[src/rtl/scr1_dmem_router_if.sv]
// Memory-bus types and the request/response bundle shared by the core side and
// the three downstream targets of the data-memory router.
package scr1_dmem_router_pkg;
   typedef enum logic {
      SCR1_MEM_CMD_RD = 1'b0,
      SCR1_MEM_CMD_WR = 1'b1
   } type_scr1_mem_cmd_e;

   typedef enum logic [1:0] {
      SCR1_MEM_WIDTH_BYTE  = 2'b00,
      SCR1_MEM_WIDTH_HWORD = 2'b01,
      SCR1_MEM_WIDTH_WORD  = 2'b10
   } type_scr1_mem_width_e;

   typedef enum logic [1:0] {
      SCR1_MEM_RESP_IDLE = 2'b00,
      SCR1_MEM_RESP_RDY  = 2'b01,
      SCR1_MEM_RESP_ER   = 2'b10
   } type_scr1_mem_resp_e;
endpackage

interface scr1_dmem_router_if;
   import scr1_dmem_router_pkg::*;

   logic                 req;
   type_scr1_mem_cmd_e   cmd;
   type_scr1_mem_width_e width;
   logic [31:0]          addr;
   logic [31:0]          wdata;
   logic                 req_ack;
   logic [31:0]          rdata;
   type_scr1_mem_resp_e  resp;

   modport master (
      output req, cmd, width, addr, wdata,
      input  req_ack, rdata, resp
   );

   modport slave (
      input  req, cmd, width, addr, wdata,
      output req_ack, rdata, resp
   );
endinterface

[src/rtl/scr1_dmem_router.sv]
// Data-memory router: decodes each core request to TCM, timer or the external
// port, keeps one transaction outstanding and returns responses in order.
module scr1_dmem_router
   import scr1_dmem_router_pkg::*;
#(
   parameter logic [31:0] SCR1_TCM_ADDR_MASK      = 32'hFFFF0000,
   parameter logic [31:0] SCR1_TCM_ADDR_PATTERN   = 32'h00480000,
   parameter logic [31:0] SCR1_TIMER_ADDR_MASK    = 32'hFFFFFFE0,
   parameter logic [31:0] SCR1_TIMER_ADDR_PATTERN = 32'h00490000
) (
   input  logic                 clk,
   input  logic                 rst_n,
   scr1_dmem_router_if.slave    dmem,
   scr1_dmem_router_if.master   tcm,
   scr1_dmem_router_if.master   timer,
   scr1_dmem_router_if.master   port
);

   typedef enum logic {ST_ADDR, ST_DATA} state_e;
   typedef enum logic [1:0] {SEL_TCM, SEL_TIMER, SEL_PORT} sel_e;

   state_e              r_state, w_state_nxt;
   sel_e                r_port_sel, w_sel_nxt, w_sel;
   logic                w_sel_ack;
   logic                w_can_issue;
   logic                w_accept;
   type_scr1_mem_resp_e w_tgt_resp;
   logic [31:0]         w_tgt_rdata;

   assign tcm.cmd     = dmem.cmd;
   assign tcm.width   = dmem.width;
   assign tcm.addr    = dmem.addr;
   assign tcm.wdata   = dmem.wdata;
   assign timer.cmd   = dmem.cmd;
   assign timer.width = dmem.width;
   assign timer.addr  = dmem.addr;
   assign timer.wdata = dmem.wdata;
   assign port.cmd    = dmem.cmd;
   assign port.width  = dmem.width;
   assign port.addr   = dmem.addr;
   assign port.wdata  = dmem.wdata;

   always_comb begin
      if ((dmem.addr & SCR1_TCM_ADDR_MASK) == SCR1_TCM_ADDR_PATTERN) begin
         w_sel = SEL_TCM;
      end else if ((dmem.addr & SCR1_TIMER_ADDR_MASK) == SCR1_TIMER_ADDR_PATTERN) begin
         w_sel = SEL_TIMER;
      end else begin
         w_sel = SEL_PORT;
      end
      case (w_sel)
         SEL_TCM:   w_sel_ack = tcm.req_ack;
         SEL_TIMER: w_sel_ack = timer.req_ack;
         default:   w_sel_ack = port.req_ack;
      endcase
   end

   always_comb begin
      case (r_port_sel)
         SEL_TCM: begin
            w_tgt_resp  = tcm.resp;
            w_tgt_rdata = tcm.rdata;
         end
         SEL_TIMER: begin
            w_tgt_resp  = timer.resp;
            w_tgt_rdata = timer.rdata;
         end
         default: begin
            w_tgt_resp  = port.resp;
            w_tgt_rdata = port.rdata;
         end
      endcase
   end

   always_comb begin
      w_state_nxt = r_state;
      w_sel_nxt   = r_port_sel;
      w_can_issue = 1'b0;
      dmem.resp   = SCR1_MEM_RESP_IDLE;
      dmem.rdata  = '0;
      case (r_state)
         ST_ADDR: w_can_issue = 1'b1;
         ST_DATA: begin
            case (w_tgt_resp)
               SCR1_MEM_RESP_RDY: begin
                  dmem.resp   = SCR1_MEM_RESP_RDY;
                  dmem.rdata  = w_tgt_rdata;
                  w_can_issue = 1'b1;
                  w_state_nxt = ST_ADDR;
               end
               SCR1_MEM_RESP_ER: begin
                  dmem.resp   = SCR1_MEM_RESP_ER;
                  w_state_nxt = ST_ADDR;
               end
               default: ;
            endcase
         end
         default: ;
      endcase
      // Reset gates issue combinationally so target requests drop without a clock
      if (!rst_n) begin
         w_can_issue = 1'b0;
      end
      w_accept     = w_can_issue & dmem.req & w_sel_ack;
      dmem.req_ack = w_can_issue & w_sel_ack;
      tcm.req      = w_can_issue & dmem.req & (w_sel == SEL_TCM);
      timer.req    = w_can_issue & dmem.req & (w_sel == SEL_TIMER);
      port.req     = w_can_issue & dmem.req & (w_sel == SEL_PORT);
      if (w_accept) begin
         w_state_nxt = ST_DATA;
         w_sel_nxt   = w_sel;
      end
   end

   always_ff @(posedge clk or negedge rst_n) begin
      if (!rst_n) begin
         r_state    <= ST_ADDR;
         r_port_sel <= SEL_PORT;
      end else begin
         r_state    <= w_state_nxt;
         r_port_sel <= w_sel_nxt;
      end
   end

endmodule

[src/flat_wrapper.sv]
// flat-port wrapper written by rule: the top's interface ports become plain ports
module scr1_dmem_router_flat import scr1_dmem_router_pkg::*;
#(
   parameter logic [31:0] SCR1_TCM_ADDR_MASK      = 32'hFFFF0000,
   parameter logic [31:0] SCR1_TCM_ADDR_PATTERN   = 32'h00480000,
   parameter logic [31:0] SCR1_TIMER_ADDR_MASK    = 32'hFFFFFFE0,
   parameter logic [31:0] SCR1_TIMER_ADDR_PATTERN = 32'h00490000
)
  (clk, rst_n, dmem_req, dmem_cmd, dmem_width, dmem_addr, dmem_wdata, dmem_req_ack, dmem_rdata, dmem_resp, tcm_req, tcm_cmd, tcm_width, tcm_addr, tcm_wdata, tcm_req_ack, tcm_rdata, tcm_resp, timer_req, timer_cmd, timer_width, timer_addr, timer_wdata, timer_req_ack, timer_rdata, timer_resp, port_req, port_cmd, port_width, port_addr, port_wdata, port_req_ack, port_rdata, port_resp);
  scr1_dmem_router_if dmem_i ();
  scr1_dmem_router_if tcm_i ();
  scr1_dmem_router_if timer_i ();
  scr1_dmem_router_if port_i ();
  input  logic clk;
  input  logic rst_n;
  input wire logic [$bits(dmem_i.req)-1:0] dmem_req;
  input wire logic [$bits(dmem_i.cmd)-1:0] dmem_cmd;
  input wire logic [$bits(dmem_i.width)-1:0] dmem_width;
  input wire logic [$bits(dmem_i.addr)-1:0] dmem_addr;
  input wire logic [$bits(dmem_i.wdata)-1:0] dmem_wdata;
  output wire logic [$bits(dmem_i.req_ack)-1:0] dmem_req_ack;
  output wire logic [$bits(dmem_i.rdata)-1:0] dmem_rdata;
  output wire logic [$bits(dmem_i.resp)-1:0] dmem_resp;
  output wire logic [$bits(tcm_i.req)-1:0] tcm_req;
  output wire logic [$bits(tcm_i.cmd)-1:0] tcm_cmd;
  output wire logic [$bits(tcm_i.width)-1:0] tcm_width;
  output wire logic [$bits(tcm_i.addr)-1:0] tcm_addr;
  output wire logic [$bits(tcm_i.wdata)-1:0] tcm_wdata;
  input wire logic [$bits(tcm_i.req_ack)-1:0] tcm_req_ack;
  input wire logic [$bits(tcm_i.rdata)-1:0] tcm_rdata;
  input wire logic [$bits(tcm_i.resp)-1:0] tcm_resp;
  output wire logic [$bits(timer_i.req)-1:0] timer_req;
  output wire logic [$bits(timer_i.cmd)-1:0] timer_cmd;
  output wire logic [$bits(timer_i.width)-1:0] timer_width;
  output wire logic [$bits(timer_i.addr)-1:0] timer_addr;
  output wire logic [$bits(timer_i.wdata)-1:0] timer_wdata;
  input wire logic [$bits(timer_i.req_ack)-1:0] timer_req_ack;
  input wire logic [$bits(timer_i.rdata)-1:0] timer_rdata;
  input wire logic [$bits(timer_i.resp)-1:0] timer_resp;
  output wire logic [$bits(port_i.req)-1:0] port_req;
  output wire logic [$bits(port_i.cmd)-1:0] port_cmd;
  output wire logic [$bits(port_i.width)-1:0] port_width;
  output wire logic [$bits(port_i.addr)-1:0] port_addr;
  output wire logic [$bits(port_i.wdata)-1:0] port_wdata;
  input wire logic [$bits(port_i.req_ack)-1:0] port_req_ack;
  input wire logic [$bits(port_i.rdata)-1:0] port_rdata;
  input wire logic [$bits(port_i.resp)-1:0] port_resp;
  assign dmem_i.req = dmem_req;
  assign dmem_i.cmd = dmem_cmd;
  assign dmem_i.width = dmem_width;
  assign dmem_i.addr = dmem_addr;
  assign dmem_i.wdata = dmem_wdata;
  assign dmem_req_ack = dmem_i.req_ack;
  assign dmem_rdata = dmem_i.rdata;
  assign dmem_resp = dmem_i.resp;
  assign tcm_req = tcm_i.req;
  assign tcm_cmd = tcm_i.cmd;
  assign tcm_width = tcm_i.width;
  assign tcm_addr = tcm_i.addr;
  assign tcm_wdata = tcm_i.wdata;
  assign tcm_i.req_ack = tcm_req_ack;
  assign tcm_i.rdata = tcm_rdata;
  assign tcm_i.resp = tcm_resp;
  assign timer_req = timer_i.req;
  assign timer_cmd = timer_i.cmd;
  assign timer_width = timer_i.width;
  assign timer_addr = timer_i.addr;
  assign timer_wdata = timer_i.wdata;
  assign timer_i.req_ack = timer_req_ack;
  assign timer_i.rdata = timer_rdata;
  assign timer_i.resp = timer_resp;
  assign port_req = port_i.req;
  assign port_cmd = port_i.cmd;
  assign port_width = port_i.width;
  assign port_addr = port_i.addr;
  assign port_wdata = port_i.wdata;
  assign port_i.req_ack = port_req_ack;
  assign port_i.rdata = port_rdata;
  assign port_i.resp = port_resp;
  scr1_dmem_router #(.SCR1_TCM_ADDR_MASK(SCR1_TCM_ADDR_MASK), .SCR1_TCM_ADDR_PATTERN(SCR1_TCM_ADDR_PATTERN), .SCR1_TIMER_ADDR_MASK(SCR1_TIMER_ADDR_MASK), .SCR1_TIMER_ADDR_PATTERN(SCR1_TIMER_ADDR_PATTERN)) u_core (.clk(clk), .rst_n(rst_n), .dmem(dmem_i), .tcm(tcm_i), .timer(timer_i), .port(port_i));
endmodule
[config.mk]
export PLATFORM = sky130hd
export DESIGN_NAME = scr1_dmem_router_flat
export DESIGN_NICKNAME = d
export VERILOG_FILES = /design/src/rtl/scr1_dmem_router_if.sv /design/src/rtl/scr1_dmem_router.sv /design/src/flat_wrapper.sv
export SDC_FILE = /design/constraint.sdc
export NUM_CORES = 1
export LEC_CHECK = 0
export ABC_AREA = 1
export BUFFER_PORTS_ARGS = -buffer_cell sky130_fd_sc_hd__buf_4
export CAP_MARGIN = 20
export CORE_AREA = 2 2 162 164
export CTS_BUF_LIST = sky130_fd_sc_hd__clkbuf_16
export CTS_CLUSTER_SIZE = 12
export DETAILED_ROUTE_END_ITERATION = 6
export DIE_AREA = 0 0 164 166
export PLACE_DENSITY = 0.42
export SETUP_SLACK_MARGIN = 0.05
export SYNTH_ARGS = -nofsm -noshare
export SYNTH_HDL_FRONTEND = slang
export SYNTH_SLANG_ARGS = --single-unit
[constraint.sdc]
create_clock -name clk -period 4.3 [get_ports clk]
set_input_delay 0.43 -clock clk [delete_from_list [all_inputs] [get_ports clk]]
set_output_delay 0.43 -clock clk [all_outputs]
set_load 0.03 [all_outputs]
Word-level counts from Yosys, hierarchy flattened
Cells that the tools add are included.

storage, ports and cells
  bits in registers = 3
  bits of input ports = 175
  word-level logic and storage cells = 34

operators by class
  equality and inequality tests = 7
  multiplexer cells = 15
  bitwise logic cells = 7
  reductions and logical operators = 3

operator list
  cell                                                    number
  2-to-1 mux 32 bit                                       2
  case mux 32 bit (2 select lines)                        1
  equality test 27 x 18 -> 1 bit (second input constant)  1
  equality test 16 x 7 -> 1 bit (second input constant)   1
  case mux 2 bit (2 select lines)                         2
  AND 1 bit                                               6
  equality test 2 x 1 -> 1 bit (second input constant)    3
  2-to-1 mux 2 bit                                        3
  2-to-1 mux 1 bit                                        5
  equality test 2 bit (second input constant)             2
  logical NOT 2 bit                                       2
  case mux 1 bit (2 select lines)                         2
  OR reduction 2 bit                                      1
  NOT 1 bit                                               1

Logic depth before layout (Yosys ltp)
  depth after elaboration = 9
  mapped depth = 14
  mapped depth without buffers = 13

Worst setup path before layout
OpenSTA, ideal clock, no wires.

  kind = register to output
  start = register u_core.r_port_sel[1]
  end = output dmem_rdata[22]
  arrival = 2.123 ns
  path slack = 1.747 ns
  cell stages (with the launch flop) = 13
  buffers on the path = 2
  cells stage by stage = dfstp_2 > buf_2 > inv_1 > nor2_1 > a21oi_1 > o21a_1 > inv_1 > ha_1 > nand2_1 > inv_1 > buf_1 > nand2_1 > inv_1

between the ends
  longest elaborated chain between the ends = 5
  elaborated cells on any way between the ends = 7
  those cells by class = eq/ne (2); mux (4); reduce/logical (1)

ends and longest elaborated chain
  item                                                               line                     text
  start: declaration                                                 scr1_dmem_router.sv:23   sel_e r_port_sel, w_sel_nxt, w_sel;
  start signal: assignment                                           scr1_dmem_router.sv:121  r_port_sel <= w_sel_nxt;
  equality test 2 x 1 -> 1 bit or logical NOT 2 bit (tied branches)  scr1_dmem_router.sv:59   case (r_port_sel)
  case mux 2 bit (2 select lines)                                    scr1_dmem_router.sv:59
  equality test 2 x 1 -> 1 bit                                       scr1_dmem_router.sv:84   case (w_tgt_resp)
  2-to-1 mux 32 bit *                                                scr1_dmem_router.sv:84
  2-to-1 mux 32 bit *                                                scr1_dmem_router.sv:81   case (r_state)
  end: declaration                                                   flat_wrapper.sv:22       output wire logic [$bits(dmem_i.rdata)-1:0] dmem_rdata;

Mark *: on every way between the ends. The rest lies on a longest branch, timed or not.

Worst setup path after layout
Ends and elaborated chain as after synthesis.

==> qor.yml <==
routing:
  drc: 0
  wire_per_inst_microns: 12.0
  vias_per_cell: 3.22
  ant_nets: 0
  drt_first_iter_violations: 124
  firstDrtPassIters: 4
  via_count: 2914
  totalWireLength_microns: 10900
job:
  max_cap_viol_count: 0
min_path:
  whs_endpoint: "u_core.r_port_sel[1]"
  holdPathStages: 3
  hp-class: "in2reg"
  min_from: "port_req_ack"
place:
  placed_area_sq_um: 3710
  io_buffers: 253
  place_congestion: 0.788
  dp_hpwl_microns: 9230
clocking:
  clkLatencyLatePin_ps: 220
  ctsResizeCount: 0
  cts_hold_buffers: 1
  root_buffer: "clkbuf_16"
  clkTransAtPathRegs_ps: 30
  cts_sinks: 3
  cts_tree: "yes"
  cts_buffers: 3
  htreeDepth: 1
  clock_path_buffers: 2
  postCtsSetupBuffers: 0
die:
  die_area_sq_um: 27200
  dieWidth_microns: 164
  start_util_pct: 11.5
  die_y_microns: 166
  design.core.area_sq_um: 25600
  io_pins: 414
  rows: 59
pwr:
  powerDensity_nw_per_um2: 205
  max-vdd-ir-drop_uv: 111
  total_power_uw: 781
  power.leakage_nw: 2.29
sta:
  finalHoldViolCount: 0
  fin_crit_sh_pct: 72.0
  setup_tns_ps: 0
  maxSlewHeadroom_pct: 73.1
  worst_slew_pin_slew_ps: 404
  drv_slew: 0
  setup_viol: 0
  period_minus_slack_ps: 3090
  rsz0062_at_grt: "false"
  hold_slack_ps: 505
  fin_skew_ps: 1.74
  clock.fmax_ghz: 0.323
final_layout:
  most-common-layout-cells: "buf_4, nand2_1, inv_1, nand3_1, nor2_1"
  area_growth_pct: 29.3
  diodes: 0
  layout_commonest_cell: "buf_4"
  stdcell_area_sq_um: 3800
  final_layout_size_suffix_gt1_share_pct: 47.6
  fin_nets: 749
  n_fill_cell: 2999
global_routing:
  grt_pass1_vias: 2826
  grt_antenna_before_repair: 0
  grt_pass1_wl_microns: 15200
  grt_max_degree: 34
  grt_overflow: 0
  track_usage_pct: 7.27
yosys:
  syn_area_sq_um: 2940
  synth_area_leaders: "buf_4, nand2_1, inv_1"
  ys_types: 25
  seq_area_frac_synth_pct: 2.59
  synth_top_area_share_pct: 52.1
  syn-mean-instance-area_sq_um: 5.62
  ys_warn_count: 0
  yosys_register_bits: 3
  synth_top_cell_by_area: "buf_4"
  syn_nets: 700
  syn_inst: 523
critical_path:
  r2r-start: "u_core.r_port_sel[1]"
  end_kind: "primary output"
  worst_ep_required_time_ps: 3870
  worstPathMaxFanout: 33
  reg2reg_to: "u_core.r_port_sel[0]"
  rrSetupSlack_ps: 1820
  critical_path_class: "reg2out"
  r2r_cells: 12
  cp_data_arrival_time_ps: 2660
  start_kind: "register"
status:
  status: "completed"
per-stage QoR:
| step | setup WS [ps] | utilization (%) | instances |
|---|---|---|---|
| 6_report | 1210 | 14.8 | 906 |
| 5_1_grt | 936 | 14.8 | 906 |
| 4_1_cts | 1130 | 14.8 | 906 |
| 3_5_place_dp | 1380 | 14.5 | 901 |
| 3_3_place_gp | 1390 | 14.5 | 901 |
| 2_1_floorplan | 1750 | - | 523 |
where the power goes:
part	switching, mW	internal (mW)	leakage, nW	total (mW)
Clock	0.0255	0.120	0.0423	0.145
Combinational	0.353	0.236	2.21	0.589
Sequential	0.0105	0.0361	0.0376	0.0466
Total	0.389	0.392	2.29	0.781
per-layer routing:
layer / up-vias / global-route usage, % / wire length [microns]
met5: - / 0 / 0
met1: 1258 / 7.61 / 4110
li1: 1445 / - / -
met4: 0 / 1.83 / 95
met2: 207 / 12.4 / 5020
met3: 4 / 4.25 / 1650
area by class of cell:
| type | count | area (sq um) | share of cell area (%) |
|---|---|---|---|
| inverters | 67 | 251 | 6.61 |
| repair buffers | 258 | 1940 | 51.0 |
| well taps | 335 | 419 | 11.0 |
| clock inverters | 1 | 3.75 | 0.0987 |
| clock buffers | 3 | 75.1 | 1.97 |
| multi-input cells | 239 | 1040 | 27.3 |
| flip-flops and latches | 3 | 76.3 | 2.01 |
registers in the layout (all words and copies together) (netlist names):
register           cells
u_core.r_state         1
u_core.r_port_sel      2
cell families (layout without fill, tap and decap cells):
family / count (synthesis) / count (layout) / synth area share (%)
flip-flops: 3 / 3 / 2.59
AND/OR/NAND/NOR: 232 / 232 / 33.4
adder cells (fa/ha/maj): 2 / 2 / 0.851
buffers and inverters: 281 / 329 / 62.1
AO/OA/AOI/OAI: 5 / 5 / 1.02
critical path, cell delays in order (launching register included):
cell,delay (ps)
dfstp_2,620
buf_4,370
inv_1,100
nor2_1,100
a21oi_1,50
o21a_1,130
inv_1,50
ha_1,160
nand2_1,50
inv_1,40
buf_4,320
nand2_1,170
inv_1,80
buf_4,150
cells in the mapped netlist:
cell type,count
buf_4,204
nand2_1,154
inv_1,64
nand3_1,36
nor2_1,24
nand4_1,6
buf_2,5
buf_1,3
inv_2,3
nor2_2,3
a21oi_1,2
and2_1,2
clkbuf_1,2
dfrtp_1,2
ha_1,2
o21a_1,2
and2_0,1
dfstp_2,1
nand2_2,1
nand3_2,1
nand3b_2,1
nor2_4,1
nor3_1,1
nor3_4,1
o21ai_0,1
worst max path at each step:
stage / startpoint / to / slack [ps]
2_1_floorplan: u_core.r_port_sel[1] / dmem_rdata[22] / 1750
3_3_place_gp: u_core.r_port_sel[1] / dmem_rdata[22] / 1390
3_5_place_dp: u_core.r_port_sel[1] / dmem_rdata[22] / 1380
4_1_cts: u_core.r_port_sel[1] / dmem_rdata[22] / 1130
5_1_grt: u_core.r_port_sel[1] / dmem_rdata[22] / 940
6_report: u_core.r_port_sel[1] / dmem_rdata[22] / 1210
Note: power is estimated with default switching activity, not from simulation.
